### config.mk
export PLATFORM = sky130hd
export DESIGN_NAME = t05_histogram_rmw
export DESIGN_NICKNAME = d
export VERILOG_FILES = /design/src/rtl/t05_histogram_rmw.sv
export SDC_FILE = /design/constraint.sdc
export NUM_CORES = 1
export LEC_CHECK = 0
export BUFFER_PORTS_ARGS = -buffer_cell sky130_fd_sc_hd__buf_2
export CAP_MARGIN = 20
export CORE_UTILIZATION = 58
export CTS_BUF_LIST = sky130_fd_sc_hd__clkbuf_4
export DETAILED_ROUTE_END_ITERATION = 10
export PLACE_DENSITY = 0.83
export SETUP_SLACK_MARGIN = 0.3
export SLEW_MARGIN = 5
export SYNTH_ARGS = -nofsm -noshare
export SYNTH_HDL_FRONTEND = slang
export SYNTH_SLANG_ARGS = --single-unit
### constraint.sdc
create_clock -name clk -period 4.4 [get_ports clk]
set_clock_uncertainty 0.05 [all_clocks]
set_input_delay 0.22 -clock clk [delete_from_list [all_inputs] [get_ports clk]]
set_output_delay 0.22 -clock clk [all_outputs]
set_load 0.005 [all_outputs]
### src/rtl/t05_histogram_rmw.sv
// Symbol histogram with read-modify-write counters in an external single-port SRAM.
// An optional clear sweep runs at start. Counters saturate at all-ones.
// Every output is a register loaded from the next-state decode, so it lines up with the state it belongs to.
module t05_histogram_rmw #(
  parameter int unsigned DATA_W = 8,
  parameter int unsigned CNT_W  = 32,
  parameter int unsigned TOT_W  = 32,
  parameter int unsigned RD_LAT = 2,
  parameter logic [DATA_W-1:0] EOF_SYM = DATA_W'(8'h1A)
) (
  input  logic              clk,
  input  logic              rst,
  input  logic              start,
  input  logic              clear_en,
  input  logic              in_valid,
  input  logic [DATA_W-1:0] in_data,
  output logic              in_ready,
  output logic [DATA_W-1:0] sram_addr,
  output logic [CNT_W-1:0]  sram_wdata,
  output logic              sram_ren,
  output logic              sram_wen,
  input  logic [CNT_W-1:0]  sram_rdata,
  output logic              busy,
  output logic              eof,
  output logic              done,
  output logic [TOT_W-1:0]  total,
  output logic              sat
);

  // The wait counter only has to reach RD_LAT-1, and RD_LAT is at most 7.
  localparam int unsigned LAT_W = 3;

  typedef enum logic [2:0] {
    S_IDLE   = 3'd0,
    S_CLEAR  = 3'd1,
    S_ACCEPT = 3'd2,
    S_RD     = 3'd3,
    S_WAIT   = 3'd4,
    S_WR     = 3'd5,
    S_DONE   = 3'd6
  } state_t;

  state_t              state, state_d;
  logic [DATA_W-1:0]   bin, bin_d;
  logic [CNT_W-1:0]    cap, cap_d;
  logic [DATA_W-1:0]   clr_cnt, clr_cnt_d;
  logic [LAT_W-1:0]    wait_cnt, wait_cnt_d;
  logic [TOT_W-1:0]    total_d;
  logic                sat_d;
  logic                eof_d;
  logic                in_ready_d;
  logic [DATA_W-1:0]   sram_addr_d;
  logic [CNT_W-1:0]    sram_wdata_d;
  logic                sram_ren_d;
  logic                sram_wen_d;
  logic                busy_d;
  logic                done_d;

  // State, datapath and output registers.
  always_ff @(posedge clk or negedge rst) begin
    if (!rst) begin
      state      <= S_IDLE;
      bin        <= '0;
      cap        <= '0;
      clr_cnt    <= '0;
      wait_cnt   <= '0;
      total      <= '0;
      sat        <= 1'b0;
      eof        <= 1'b0;
      in_ready   <= 1'b0;
      sram_addr  <= '0;
      sram_wdata <= '0;
      sram_ren   <= 1'b0;
      sram_wen   <= 1'b0;
      busy       <= 1'b0;
      done       <= 1'b0;
    end else begin
      state      <= state_d;
      bin        <= bin_d;
      cap        <= cap_d;
      clr_cnt    <= clr_cnt_d;
      wait_cnt   <= wait_cnt_d;
      total      <= total_d;
      sat        <= sat_d;
      eof        <= eof_d;
      in_ready   <= in_ready_d;
      sram_addr  <= sram_addr_d;
      sram_wdata <= sram_wdata_d;
      sram_ren   <= sram_ren_d;
      sram_wen   <= sram_wen_d;
      busy       <= busy_d;
      done       <= done_d;
    end
  end

  // Next-state logic, then output decode of the next state.
  always_comb begin
    state_d      = state;
    bin_d        = bin;
    cap_d        = cap;
    clr_cnt_d    = clr_cnt;
    wait_cnt_d   = wait_cnt;
    total_d      = total;
    sat_d        = sat;
    eof_d        = eof;
    in_ready_d   = 1'b0;
    sram_addr_d  = '0;
    sram_wdata_d = '0;
    sram_ren_d   = 1'b0;
    sram_wen_d   = 1'b0;
    busy_d       = 1'b0;
    done_d       = 1'b0;

    case (state)
      S_IDLE, S_DONE: begin
        if (start) begin
          total_d   = '0;
          sat_d     = 1'b0;
          eof_d     = 1'b0;
          clr_cnt_d = '0;
          state_d   = clear_en ? S_CLEAR : S_ACCEPT;
        end
      end
      S_CLEAR: begin
        if (clr_cnt == '1) begin
          state_d = S_ACCEPT;
        end else begin
          clr_cnt_d = clr_cnt + DATA_W'(1);
        end
      end
      S_ACCEPT: begin
        if (in_valid && in_ready) begin
          bin_d   = in_data;
          total_d = total + TOT_W'(1);
          state_d = S_RD;
        end
      end
      S_RD: begin
        wait_cnt_d = '0;
        state_d    = S_WAIT;
      end
      S_WAIT: begin
        // Read data is valid exactly on the last wait cycle.
        if (wait_cnt == LAT_W'(RD_LAT - 1)) begin
          cap_d   = sram_rdata;
          state_d = S_WR;
        end else begin
          wait_cnt_d = wait_cnt + LAT_W'(1);
        end
      end
      S_WR: begin
        if (cap == '1) begin
          sat_d = 1'b1;
        end
        if (bin == EOF_SYM) begin
          eof_d   = 1'b1;
          state_d = S_DONE;
        end else begin
          state_d = S_ACCEPT;
        end
      end
      default: begin
        state_d = S_IDLE;
      end
    endcase

    busy_d     = (state_d != S_IDLE) && (state_d != S_DONE);
    done_d     = (state_d == S_DONE);
    in_ready_d = (state_d == S_ACCEPT);
    sram_ren_d = (state_d == S_RD);
    sram_wen_d = (state_d == S_CLEAR) || (state_d == S_WR);

    case (state_d)
      S_CLEAR:          sram_addr_d = clr_cnt_d;
      S_RD, S_WAIT:     sram_addr_d = bin_d;
      S_WR:             sram_addr_d = bin_d;
      default:          sram_addr_d = '0;
    endcase

    // Increment the captured count, holding at all-ones.
    if (state_d == S_WR) begin
      sram_wdata_d = (cap_d == '1) ? cap_d : cap_d + CNT_W'(1);
    end
  end

endmodule

# [Yosys cells after proc, flatten, opt, wreduce, memory -nomap -nowiden]
# Cells that the tools add are included.
[totals] ff_bits=133 latchBits=0 mem_bits_rw=0 romBits=0 in_bits=45 out_inout_bits=79 memories=0
[op_classes] n_addsub=4 n_mul=0 n_div=0 magnitude_cmp=0 n_eq_ne=23 shifts=0 n_mux=27 bitwise=0 n_reduce_logical=14
[ops] op="$mux 32" count=6
[ops] op="$add 32x1->32 const B" count=2
[ops] op="$eq 32x32->1 const B" count=2
[ops] op="$pmux 32 s2" count=1
[ops] op="$mux 8" count=4
[ops] op="$pmux 8 s2" count=2
[ops] op="$eq 3x3->1 const B" count=6
[ops] op="$mux 3" count=6
[ops] op="$pmux 3 s6" count=1
[ops] op="$eq 3x2->1 const B" count=4
[ops] op="$ne 2x2->1 const B" count=5
[ops] op="$eq 3x1->1 const B" count=3
[ops] op="$reduce_and 3->1" count=3
[ops] op="$add 8x1->8 const B" count=1
[ops] op="$eq 8x5->1 const B" count=1
[ops] op="$eq 8x8->1 const B" count=1
[ops] op="$pmux 3 s2" count=1
[ops] op="$reduce_bool 2->1" count=3
[ops] op="$pmux 1 s2" count=2
[ops] op="$add 3x1->3 const B" count=1
[ops] op="$logic_not 3->1" count=1
[ops] op="$mux 1" count=3
[ops] op="$ne 3x3->1 const B" count=1
[ops] op="$reduce_bool 3->1" count=1
[ops] op="6 further kinds" count=7

# [Longest topological paths before layout]
[depth] depth_word=6 mapped_depth=19 depth_no_buf=13

# [Worst setup path before layout]
# No wires, ideal clock.
[synth_timing] path_kind="register -> register" startpoint="reg wait_cnt[1]" endpoint="reg sram_wdata[21]" arrival_time_ps=3791 required_ps=4227 path_slack_ps=436 path_stages_with_launch=19 n_path_buf=5 period_less_slack_ps=3964 cell_sequence="dfrtp_1 > inv_1 > ha_1 > or4b_1 > buf_4 > nor2_4 > buf_2 > clkbuf_1 > clkbuf_1 > nand2_1 > nand2_1 > ha_1 > nand4_1 > nor4_4 > o22ai_1 > buf_6 > o32a_1 > and3_4 > mux2i_1"
[synth_via] elab_chain_len=6 elab_cells_between_ends=10 classes_between="add/sub (1); eq/ne (3); mux (6)"
[synth_lines] element="from (decl)" line="47" rtl="logic [LAT_W-1:0] wait_cnt, wait_cnt_d;"
[synth_lines] element="from (signal assigned)" line="82" rtl="wait_cnt <= wait_cnt_d;"
[synth_lines] element="$eq 3x1->1 (*)" line="144" rtl="if (wait_cnt == LAT_W'(RD_LAT - 1)) begin"
[synth_lines] element="$mux 32 (*)" line="144"
[synth_lines] element="$mux 32 (*)" line="114" rtl="case (state)"
[synth_lines] element="named net cap_d[0]" line="45" rtl="logic [CNT_W-1:0] cap, cap_d;"
[synth_lines] element="$add 32x1->32 or $eq 32x32->1 (tied branches)" line="182" rtl="sram_wdata_d = (cap_d == '1) ? cap_d : cap_d + CNT_W'(1);"
[synth_lines] element="$mux 32 (*)" line="182"
[synth_lines] element="$mux 32 (*)" line="181" rtl="if (state_d == S_WR) begin"
[synth_lines] element="named net sram_wdata_d[21]" line="53" rtl="logic [CNT_W-1:0] sram_wdata_d;"
[synth_lines] element="to (signal assigned)" line="88" rtl="sram_wdata <= sram_wdata_d;"
[synth_lines] element="to (decl)" line="19" rtl="output logic [CNT_W-1:0] sram_wdata,"
# Mark *: on every way through the listed nets, which the timed path passes. The rest lies on a longest branch.
# A chain may end at the register's enable or synchronous reset.

# [Final worst setup path]
[layout_timing] startpoint="reg wait_cnt[1]" endpoint="reg sram_wdata[29]"
# The elaborated chain is that of the path after synthesis.

==> impl_metrics.yaml <==
status:
  status: "complete, no violations"
timing:
  setup_viol: 0
  max_clock_freq_mhz: 259
  timing.hold.ws_ps: 135
  finalSetupTns_ps: 0
  hold_viol: 0
  layout_min_cycle_time_ps: 3870
  worst_pin_slew_ps: 970
  relSlewSlack_pct: 35.1
  rsz0062_at_grt: "false"
  timing.final.ws_setup_ps: 532
  period_share_pct: 87.9
  drv_slew: 0
critical_path:
  ff2ff_path_depth: 14
  startpoint: "wait_cnt[1]$_DFFE_PN0P_"
  path_class: "flip-flop to flip-flop"
  endpoint_kind: "flip-flop"
  cpLargestDelayFamily: "simple AND/OR/NAND/NOR gates"
  cpPeakStageDelay_ps: 700
  crit_fanout: 9
  crit_chain: "inv_1 > ha_1 > or4b_1 > nor2_4 > nand2_1 > nand2_1 > ha_1 > nand4_1 > nor4_4 > o22ai_1 > buf_4 > o32ai_1 > or4_1 > mux2i_1"
  startpoint_type: "flip-flop"
  cp.arrival_ps: 4290
  crit_buf_inv: 2
  slowest_stage: "or4b_1"
  path_depth: 14
  reg2reg_from: "wait_cnt[1]$_DFFE_PN0P_"
  worstPathRequired_ps: 4820
floorplanning:
  die_x_um: 108
  pin_count: 124
  die_y_um: 108
  rows: 38
  dieArea_mm2: 0.0116
  initial_core_util_pct: 59.6
  core_area_mm2: 0.0109
global_route:
  grt_pass1_vias: 5754
  grt_pass1_wl_um: 27200
  gr-total-overflow: 0
  antenna_found_initial: 0
  grt_usage_pct: 30.2
  grt_start_max_net_pins: 54
flow_run:
  max_cap_viol_count: 0
cts:
  cts_made_buffers: 17
  cts_root_buf: "clkbuf_4"
  clkSinkCount: 133
  clockBufferDepth: 2
  h-tree-depth: 4
  cts.clk_slew.worst_paths_ps: 120
  post-cts-setup-buffers: 0
  cts_tree: "built"
  worstSkewPairLatency_ps: 550
synthesis:
  yosysSeqAreaShare_pct: 51.3
  yosys_warnings: 0
  syn_nets: 726
  synth_seq_cells: 133
  syn_avg_cell_area_um2: 9.61
  ys_async_sr_fraction_pct: 100
  syn_area_mm2: 0.00649
  synth_edf_count: 0
  synthCells: 676
  ys_types: 62
  synth_flop_cell: "dfrtp_1"
placement:
  place_inst: 922
  place_ws_ps: 514
  place_area_mm2: 0.00725
  port_buffers: 123
  gp_congestion: 0.919
  dpl.hpwl_um: 11300
routing:
  vias: 5981
  wirelength_um: 16700
  dr.pass1.iters: 6
  drc: 0
  final_antenna_net_count: 0
  avgRoutedWirePerCell_um: 16.8
  viasPerCell: 6.01
  dr.first_iter.drc_count: 471
power_and_ir_drop:
  powerDensity_mw_per_mm2: 454
  total_power_mw: 3.61
  ir_drop_v: 0.000485
  p_leak_nw: 3.84
min_path:
  min_path_type: "input port to flip-flop"
  worstHoldStart: "clear_en"
  min_path_cells: 4
layout:
  area_delta_synth_final_pct: 22.6
  drive_gt1_share_pct: 23.1
  final_core_util_pct: 73.1
  design_area_mm2: 0.00796
  diodes: 0
  fin_cells: 996
  layout.nets: 893
## where the power goes
part	internal, mW	total, mW	switching [mW]
logic	0.409	1.06	0.653
clock network	0.348	0.833	0.485
registers	1.51	1.72	0.208
## synthesized netlist by cell type (all sizes together) (2+ instances only)
master,number,area [um2]
buf,5,35.0
a22o,9,78.8
o32ai,3,41.3
o31ai,9,67.6
o21ai,33,165
and2,7,43.8
a21oi,34,170
a41oi,2,25.0
nor3,12,71.3
a21o,3,22.5
and4,5,43.8
inv,20,75.1
xor2,18,158
o2bb2ai,2,17.5
nand2b,3,18.8
a211oi,5,37.5
nand3,27,135
a31oi,4,37.5
nand4,29,181
clkbuf,21,78.8
a31o,3,26.3
nor2b,2,12.5
or2,3,18.8
or4,6,45.0
o22ai,2,12.5
nand2,114,428
dfrtp,133,3330
or3,19,119
xnor2,17,149
nor2,61,236
nor4,12,111
ha,5,62.6
and3,13,86.3
nor4b,2,23.8
mux2i,9,90.1
mux2,10,113
## final timing paths
kind	to	slack, ps
worst min register to register	cap[27]$_DFF_PN0_	460
worst max-delay path	sram_wdata[29]$_DFF_PN0_	530
max in group asynchronous	total[30]$_DFFE_PN0P_	3010
min in group asynchronous	sram_wdata[11]$_DFF_PN0_	200
worst max register to register	sram_wdata[29]$_DFF_PN0_	530
worst min-delay path	done$_DFF_PN0_	140
## metal layers
metal	vias to the layer above	track usage (%)	share of wire, %
met2	299	49.9	49
met4	0	10.3	2.2
met5	-	0	0
met3	47	7.51	7.1
met1	2881	38.8	42
li1	2754	-	-
## cell usage in the layout, fill, tap and decap left out, types with 3 or more instances in the layout
cell type        n
or3_1           19
xor2_1          18
nand2b_1         3
inv_1           20
nor2_1          60
a22o_1           9
nand3_1         27
nand2_1        113
and2_1           7
o21ai_0         33
nor3_1          11
inv_6            4
buf_4           11
nand4_1         29
nor4_1           9
ha_1             5
mux2_2          10
clkbuf_4        18
buf_2          122
and4_1           5
a31o_2           3
xnor2_1         17
clkinvlp_4       5
a21o_1           3
o31ai_1          9
mux2i_1          9
and3_1          12
a21oi_1         33
a211oi_1         5
or4_1            6
dlygate4sd3_1   41
dfrtp_1        133
or2_2            3
## kinds of logic (layout without fill, tap and decap cells)
logic type | Yosys count | after routing | synth area share [%]
buffers and inverters | 46 | 226 | 2.91
muxes | 19 | 19 | 3.12
adders and majority gates | 5 | 5 | 0.963
DFF | 133 | 133 | 51.3
xor gates and xnor gates | 35 | 35 | 4.72
and+or+nand+nor | 319 | 319 | 24.8
AOI/OAI and AO/OA | 119 | 119 | 12.2
## what timing repair did
| action | CTS | global route |
|---|---|---|
| hold buffers | 41 | 0 |
| gates resized for setup | 0 | 1 |
| hold endpoints to repair | 130 | 0 |
| endpoints found under the setup margin | 0 | 2 |
## state kept, by name (all words and copies together) (netlist names)
| register | flops |
|---|---|
| wait_cnt | 3 |
| state | 3 |
| cap | 32 |
| done | 1 |
| sram_ren | 1 |
| bin | 8 |
| sram_wen | 1 |
| eof | 1 |
| sat | 1 |
| total | 32 |
| in_ready | 1 |
| busy | 1 |
| clr_cnt | 8 |
| sram_addr | 8 |
| sram_wdata | 32 |
## area by class of cell
cell class / instances / area [um2]
clock buffers: 18 / 135
clock inverters: 14 / 151
fillers: 785 / 2930
inverters: 20 / 75.1
multi-input cells: 497 / 2990
flip-flops and latches: 133 / 3330
well taps: 140 / 175
repair buffers: 174 / 1100
## tightest hold or removal path: stages
cell	delay [ps]
buf_2	110
o21ai_0	90
nand4_1	200
nor2b_1	80
Note: power is estimated with default switching activity, not from simulation.
